--- src/rtl/mmx_operand_loader.sv ---
// Operand front-end for the mmx_chip multiplier: synchronises the strobe pin, collects an
// A/B operand pair one beat at a time and hands it to the core over valid/ready.
module mmx_operand_loader #(
    parameter int DW      = 7,
    parameter int TIMEOUT = 1023
) (
    input  logic          i_clk,
    input  logic          i_rst,
    input  logic [DW-1:0] i_pin_data,
    input  logic          i_pin_stb,
    output logic [DW-1:0] o_op_a,
    output logic [DW-1:0] o_op_b,
    output logic          o_op_valid,
    input  logic          i_op_ready,
    output logic          o_busy,
    output logic          o_overrun,
    output logic          o_timeout
);

    localparam int CW = ($clog2(TIMEOUT + 1) < 1) ? 1 : $clog2(TIMEOUT + 1);
    localparam logic [CW-1:0] CNT_LAST = CW'(TIMEOUT - 1);
    localparam logic [CW-1:0] CNT_MAX  = {CW{1'b1}};

    typedef enum logic [1:0] {
        S_IDLE,
        S_GOT_A,
        S_HOLD
    } state_t;

    state_t        r_state;
    logic          r_stb_s1;
    logic          r_stb_s2;
    logic          r_stb_s3;
    logic [DW-1:0] r_d_s1;
    logic [DW-1:0] r_d_s2;
    logic [1:0]    r_fill;
    logic          r_armed;
    logic [CW-1:0] r_cnt;
    logic [DW-1:0] r_op_a;
    logic [DW-1:0] r_op_b;
    logic          r_op_valid;
    logic          r_busy;
    logic          r_overrun;
    logic          r_timeout;

    state_t        w_state_next;
    logic [CW-1:0] w_cnt_next;
    logic [DW-1:0] w_op_a_next;
    logic [DW-1:0] w_op_b_next;
    logic          w_op_valid_next;
    logic          w_overrun_next;
    logic          w_timeout_next;
    logic          w_edge;
    logic          w_handshake;

    // The synchroniser stages hold reset values for two cycles after release, so arming
    // waits until stb_s2 carries a genuine pin sample; a strobe held across reset is ignored.
    assign w_edge      = r_stb_s2 & ~r_stb_s3 & r_armed;
    assign w_handshake = (r_state == S_HOLD) & r_op_valid & i_op_ready;

    always_ff @(posedge i_clk) begin
        if (!i_rst) begin
            r_state    <= S_IDLE;
            r_stb_s1   <= 1'b0;
            r_stb_s2   <= 1'b0;
            r_stb_s3   <= 1'b0;
            r_d_s1     <= '0;
            r_d_s2     <= '0;
            r_fill     <= 2'b00;
            r_armed    <= 1'b0;
            r_cnt      <= '0;
            r_op_a     <= '0;
            r_op_b     <= '0;
            r_op_valid <= 1'b0;
            r_busy     <= 1'b0;
            r_overrun  <= 1'b0;
            r_timeout  <= 1'b0;
        end else begin
            r_stb_s1   <= i_pin_stb;
            r_stb_s2   <= r_stb_s1;
            r_stb_s3   <= r_stb_s2;
            r_d_s1     <= i_pin_data;
            r_d_s2     <= r_d_s1;
            r_fill     <= {r_fill[0], 1'b1};
            if (r_fill[1] && !r_stb_s2) begin
                r_armed <= 1'b1;
            end
            r_state    <= w_state_next;
            r_cnt      <= w_cnt_next;
            r_op_a     <= w_op_a_next;
            r_op_b     <= w_op_b_next;
            r_op_valid <= w_op_valid_next;
            r_busy     <= (w_state_next != S_IDLE);
            r_overrun  <= w_overrun_next;
            r_timeout  <= w_timeout_next;
        end
    end

    // A beat arriving with the handshake starts the next pair instead of counting as overrun.
    always_comb begin
        w_state_next    = r_state;
        w_cnt_next      = r_cnt;
        w_op_a_next     = r_op_a;
        w_op_b_next     = r_op_b;
        w_op_valid_next = r_op_valid;
        w_overrun_next  = r_overrun;
        w_timeout_next  = 1'b0;
        case (r_state)
            S_IDLE: begin
                if (w_edge) begin
                    w_op_a_next  = r_d_s2;
                    w_cnt_next   = '0;
                    w_state_next = S_GOT_A;
                end
            end
            S_GOT_A: begin
                if (w_edge) begin
                    w_op_b_next     = r_d_s2;
                    w_op_valid_next = 1'b1;
                    w_state_next    = S_HOLD;
                end else if ((TIMEOUT != 0) && (r_cnt == CNT_LAST)) begin
                    w_timeout_next = 1'b1;
                    w_state_next   = S_IDLE;
                end else if (r_cnt != CNT_MAX) begin
                    w_cnt_next = r_cnt + 1'b1;
                end
            end
            S_HOLD: begin
                if (w_handshake) begin
                    w_op_valid_next = 1'b0;
                    if (w_edge) begin
                        w_op_a_next  = r_d_s2;
                        w_cnt_next   = '0;
                        w_state_next = S_GOT_A;
                    end else begin
                        w_state_next = S_IDLE;
                    end
                end else if (w_edge) begin
                    w_overrun_next = 1'b1;
                end
            end
            default: begin
                w_state_next    = S_IDLE;
                w_op_valid_next = 1'b0;
            end
        endcase
    end

    assign o_op_a     = r_op_a;
    assign o_op_b     = r_op_b;
    assign o_op_valid = r_op_valid;
    assign o_busy     = r_busy;
    assign o_overrun  = r_overrun;
    assign o_timeout  = r_timeout;

endmodule
--- config.mk ---
export PLATFORM = sky130hd
export DESIGN_NAME = mmx_operand_loader
export DESIGN_NICKNAME = d
export VERILOG_FILES = /design/src/rtl/mmx_operand_loader.sv
export SDC_FILE = /design/constraint.sdc
export NUM_CORES = 1
export LEC_CHECK = 0
export CAP_MARGIN = 15
export CELL_PAD_IN_SITES_DETAIL_PLACEMENT = 0
export CELL_PAD_IN_SITES_GLOBAL_PLACEMENT = 1
export CORE_ASPECT_RATIO = 1.25
export CORE_UTILIZATION = 39
export CTS_CLUSTER_SIZE = 25
export DETAILED_ROUTE_END_ITERATION = 10
export DONT_BUFFER_PORTS = 1
export HOLD_SLACK_MARGIN = 0.1
export PLACE_DENSITY_LB_ADDON = 0.1
export SLEW_MARGIN = 20
export SYNTH_ARGS = -nofsm -noshare
export SYNTH_HDL_FRONTEND = slang
export SYNTH_SLANG_ARGS = --single-unit
export TNS_END_PERCENT = 50
--- constraint.sdc ---
create_clock -name i_clk -period 2.5 [get_ports i_clk]
set_clock_uncertainty 0.2 [all_clocks]
set_input_delay 0.625 -clock i_clk [delete_from_list [all_inputs] [get_ports i_clk]]
set_output_delay 0.625 -clock i_clk [all_outputs]
set_load 0.03 [all_outputs]
# [Word-level counts from Yosys, hierarchy flattened]
# Cells that the tools add are included.
[totals] ff_bits=50 latchBits=0 ram_bits=0 mem_bits_ro=0 input_bits=11 wordCells=67 memories=0
[op_classes] n_addsub=1 multipliers=0 div=0 n_lt_le_gt_ge=0 eq_ne=9 shift=0 mux=20 bitwise=9 n_reduce_logical=12
[ops] cell="$mux 10" n=5
[ops] cell="$pmux 10 s3" n=1
[ops] cell="$mux 7" n=2
[ops] cell="$pmux 7 s2" n=1
[ops] cell="$add 10x1->10 const B" n=1
[ops] cell="$eq 10x10->1 const B" n=1
[ops] cell="$ne 10x10->1 const B" n=1
[ops] cell="$ne 2x2->1 const B" n=5
[ops] cell="$mux 2" n=4
[ops] cell="$pmux 2 s3" n=1
[ops] cell="$reduce_and 3->1" n=2
[ops] cell="$mux 1" n=5
[ops] cell="$not 1->1" n=5
[ops] cell="$reduce_and 5->1" n=1
[ops] cell="$and 1x1->1" n=4
[ops] cell="$reduce_and 2->1" n=2
[ops] cell="$reduce_bool 2->1" n=2
[ops] cell="$pmux 1 s3" n=1
[ops] cell="$reduce_bool 3->1" n=1
[ops] cell="$reduce_or 3->1" n=1
[ops] cell="$eq 2x1->1 const B" n=1
[ops] cell="$eq 2x2->1 const B" n=1
[ops] cell="$logic_not 2->1" n=1
[ops] cell="$logic_and 1x1->1" n=1
[ops] cell="$logic_not 1->1" n=1

# [Logic depth before layout (Yosys ltp)]
[depth] depth_word=7 ltp_mapped=8 depth_no_buf=7

# [Least setup slack after synthesis]
# No wires, ideal clock.
[synth_path] path_type="input to register" from="in i_op_ready" to="reg r_cnt[3]" setup_ns=0.072 arrival_ns=2.005 slack_ns=0.224 stages=6 cell_sequence="a21boi_1 -> mux2_4 -> or2_1 -> buf_6 -> or4_1 -> a21oi_1"
[synth_between] elab_chain_cells=3
[synth_rtl] element="start: declaration" line="14" text="input logic i_op_ready,"
[synth_rtl] element="$and 1x1->1" line="59" text="assign w_handshake = (r_state == S_HOLD) & r_op_valid & i_op_ready;"
[synth_rtl] element="$ne 2x2->1 (no line)"
[synth_rtl] element="$reduce_and 5->1 (no line)"
[synth_rtl] element="end signal: assignment" line="89" text="r_cnt <= w_cnt_next;"
[synth_rtl] element="end: declaration" line="38" text="logic [CW-1:0] r_cnt;"
# No other way between the ends.
# A chain may end at the register's enable or synchronous reset.

# [Worst setup path after layout]
[layout_path] from="reg r_armed" to="reg r_cnt[5]"
[layout_between] elab_chain_cells=4 word_cells_on_any_way=6 classes_between="1 x eq/ne; 3 x mux; 1 x bitwise; 1 x reduce/logical"
[layout_rtl] element="start: declaration" line="37" text="logic r_armed;"
[layout_rtl] element="start signal: assignment" line="70" text="r_armed <= 1'b0;"
[layout_rtl] element="start signal: assignment" line="86" text="r_armed <= 1'b1;"
[layout_rtl] element="$and 1x1->1 (*)" line="58" text="assign w_edge = r_stb_s2 & ~r_stb_s3 & r_armed;"
[layout_rtl] element="$mux 10 (2 in a row)"
[layout_rtl] element="$pmux 10 s3"
# Every way passes the cells marked *; elsewhere a longest branch is shown, timed or not. The select of a mux whose other input is x is not followed.

==> flow_metrics.py <==
metrics = {
    "power_and_ir_drop": {
        "lkg_pwr_nw": 0.7712,
        "largest_vdd_supply_drop_uv": 368.0,
        "power.density_nw_per_um2": 679.6,
    },
    "place": {
        "place.port_buffers": 0,
        "hpwl_mm": 2.449,
        "gp_congestion": 0.7680,
    },
    "clock_tree": {
        "worst_skew_pair.late_latency_ns": 0.30,
        "cts_setup_buffers": 0,
        "cts.clk_slew.worst_paths_ns": 0.09,
        "cts_inserted_buffers": 5,
        "htreeDepth": 2,
        "tritoncts_clock_tree": "yes",
        "clockBufferDepth": 2,
        "cts.sinks": 50,
        "clk_root_buffer_cell": "clkbuf_8",
        "cts_hold_repair.buffers": 0,
        "post_cts_resize_count": 0,
    },
    "detailed_routing": {
        "drt.antenna.violating_nets": 0,
        "dr.first_iter.drc_count": 54,
        "first_pass_detailed_route_iteration_total": 4,
        "post-route-drc-count": 0,
        "routed_via_density": 5.054,
        "wl_mm": 3.481,
        "routed_wire_length_per_instance_um": 13.49,
        "num_vias": 1304,
    },
    "floorplanning": {
        "fp.dieArea_um2": 5178,
        "fp.dieW_um": 64.56,
        "coreArea_um2": 4730,
        "rows": 28,
        "start_util_pct": 40.34,
        "ios": 29,
        "die_h_um": 80.21,
    },
    "critical_path": {
        "total_buffers_and_inverters_traversed_by_the_critical_path": 0,
        "crit-reg2reg-launch": "r_armed",
        "worst_path_largest_cell_delay_ns": 0.52,
        "regToRegEndpoint": "r_cnt[5]",
        "worst_ep_required_time_ns": 2.53,
        "crit_start": "r_armed",
        "setup.worst_path.end_class": "flop",
        "arrival_time_reported_for_the_critical_path_endpoint_ns": 2.20,
        "critical-path-slowest-cell": "or4_1",
        "r2r_slack_ns": 0.34,
        "timing.setup.critical_path_class": "flop to flop",
        "setup.worst_path.start_class": "flop",
        "path_cells": "and3b_1, mux2_4, or2_1, or4_1, a21oi_1",
        "ff2ff_path_depth": 5,
        "top_delay_family_on_crit_path": "simple AND/OR/NAND/NOR gates",
        "critPathMaxFanout": 9,
    },
    "sta": {
        "rsz0062_at_grt": "no",
        "period_minus_slack_ns": 2.165,
        "worst_pin_slew_ns": 0.6186,
        "slew_headroom_pct": 58.61,
        "setup_violations": 0,
        "fin_worst_hold_slack_ns": 0.1569,
        "fmaxAchievable_mhz": 462.0,
        "final.setup.tns_ns": 0,
        "timing_hold_violations_final": 0,
        "period_share_pct": 86.59,
        "drv_slew": 0,
    },
    "synthesis": {
        "postSynth.asyncResetShare_pct": 0,
        "ys_seq_elements": 50,
        "post_synth.cell_area_avg_um2": 9.735,
        "synth_seq_area_share_pct": 52.46,
        "dominantRegCellSynth": "dfxtp_1",
        "mapped_nets": 209,
        "edff_count_synth": 0,
        "ys_types": 35,
        "synth_warnings": 0,
        "syn_area_um2": 1908,
        "synth_cells": 196,
    },
    "finish": {
        "mostFrequentLayoutCells": "dfxtp_1, nand2_1, and2_1",
        "final_net_count": 210,
        "antenna-diode-count": 0,
        "syn_to_final_growth_pct": 8.459,
        "final_common_cell": "dfxtp_1",
        "drive_above_1_share_pct": 6.061,
        "final_core_density_pct": 43.76,
    },
    "status": {
        "run_status": "finished clean",
    },
    "global_route": {
        "maximum_number_of_pins_on_one_net_before_global_route_repair": 45,
        "antenna_found_initial": 0,
        "grt_remaining_overflow": 0,
        "grt_pass1_vias": 1265,
        "grt_pass1_wl_mm": 5.885,
        "grt_util_all_layers_pct": 14.97,
    },
    "hold_path": {
        "hp-start": "i_rst",
        "hold-path-cell-count": 0,
        "worst_hold_path.endpoint": "r_fill[0]",
        "timing.hold.worst.class": "input port to flop",
    },
    "job": {
        "cap_violations": 0,
    },
}
==> sequential cells by signal, summed over array words and instances, names as in the netlist <==
signal / cells
o_op_a: 7
r_stb_s2: 1
r_cnt: 10
r_fill: 2
r_stb_s1: 1
r_armed: 1
o_op_valid: 1
o_busy: 1
r_d_s1: 7
r_stb_s3: 1
o_op_b: 7
o_overrun: 1
o_timeout: 1
r_d_s2: 7
r_state: 2
==> layout make-up <==
type	count	area (µm²)
Fill cell	480	2660
Tap cell	60	75.07
Timing Repair Buffer	3	22.52
Clock inverter	3	45.04
Multi-Input combinational cell	135	849.6
Clock buffer	5	68.82
Inverter	2	7.507
Sequential cell	50	1001
==> kinds of logic after synthesis <==
group	after synthesis	share of synthesized area (%)
simple gates	93	26.82
flops	50	52.46
compound gates	29	10.56
buf+inv	11	3.016
mux	8	4.459
xor+xnor	3	1.377
fa+ha+maj	2	1.311
==> cell usage after synthesis, drive strengths merged, types with 2 or more instances <==
cell     n  share of area (%)
ha       2                1.3
nor3     3               0.79
and2    20                6.6
clkbuf   6                1.2
o21a     2               0.79
nand3    5                1.3
nor2    11                2.2
o31ai    5                2.0
a21oi    5                1.3
and4     3                1.4
o21ai    3               0.79
nor2b   11                3.6
nand4    2               0.66
buf      3                1.4
a21boi  11                4.3
o41ai    2               0.92
or4      3                1.2
dfxtp   50                 52
nor4     2               0.66
and3     5                1.6
xnor2    3                1.4
inv      2               0.39
nand2   21                4.1
mux2i    7                3.7
==> where the power goes <==
group / leakage (nW) / switching (mW) / total (mW) / internal (mW)
clock network: 0.0504 / 0.261 / 0.558 / 0.298
registers: 0.407 / 0.00762 / 0.820 / 0.812
logic: 0.314 / 0.0117 / 0.0286 / 0.0169
==> per-layer routing <==
| metal | vias up | GRT usage [%] | routed length, µm |
|---|---|---|---|
| met4 | 0 | 6.000 | 25 |
| met3 | 5 | 4.545 | 153 |
| met5 | - | 0 | 0 |
| li1 | 680 | - | - |
| met1 | 595 | 16.90 | 1562 |
| met2 | 24 | 26.00 | 1740 |
==> worst max-delay path by stage <==
stage | endpoint | cells after the start | slack, ns
after CTS | r_cnt[5] | 5 | 0.34
after global placement | r_cnt[5] | 5 | 0.20
after detailed placement | r_cnt[5] | 5 | 0.18
after global routing | r_cnt[3] | 5 | 0.22
final | r_cnt[5] | 5 | 0.34
after floorplan | r_cnt[3] | 6 | 0.22
==> stage by stage <==
| step | power, mW | worst slack [ns] | instance area [µm²] | cells |
|---|---|---|---|---|
| 4_1_cts | 1.433 | 0.3389 | 2069 | 258 |
| 3_3_place_gp | 0.8668 | 0.2048 | 1956 | 250 |
| 3_5_place_dp | 0.8675 | 0.1763 | 1956 | 250 |
| 2_1_floorplan | 0.8670 | 0.2237 | 1908 | 196 |
| 5_1_grt | 1.472 | 0.2220 | 2069 | 258 |
| 6_report | 1.406 | 0.3353 | 2069 | 258 |
==> worst reg2reg max path, cell delays in order (launching register included) <==
cell and delay (ns):
dfxtp_1 0.33, and3b_1 0.25, mux2_4 0.31, or2_1 0.34, or4_1 0.52, a21oi_1 0.16
(Power assumes the default switching activity.)
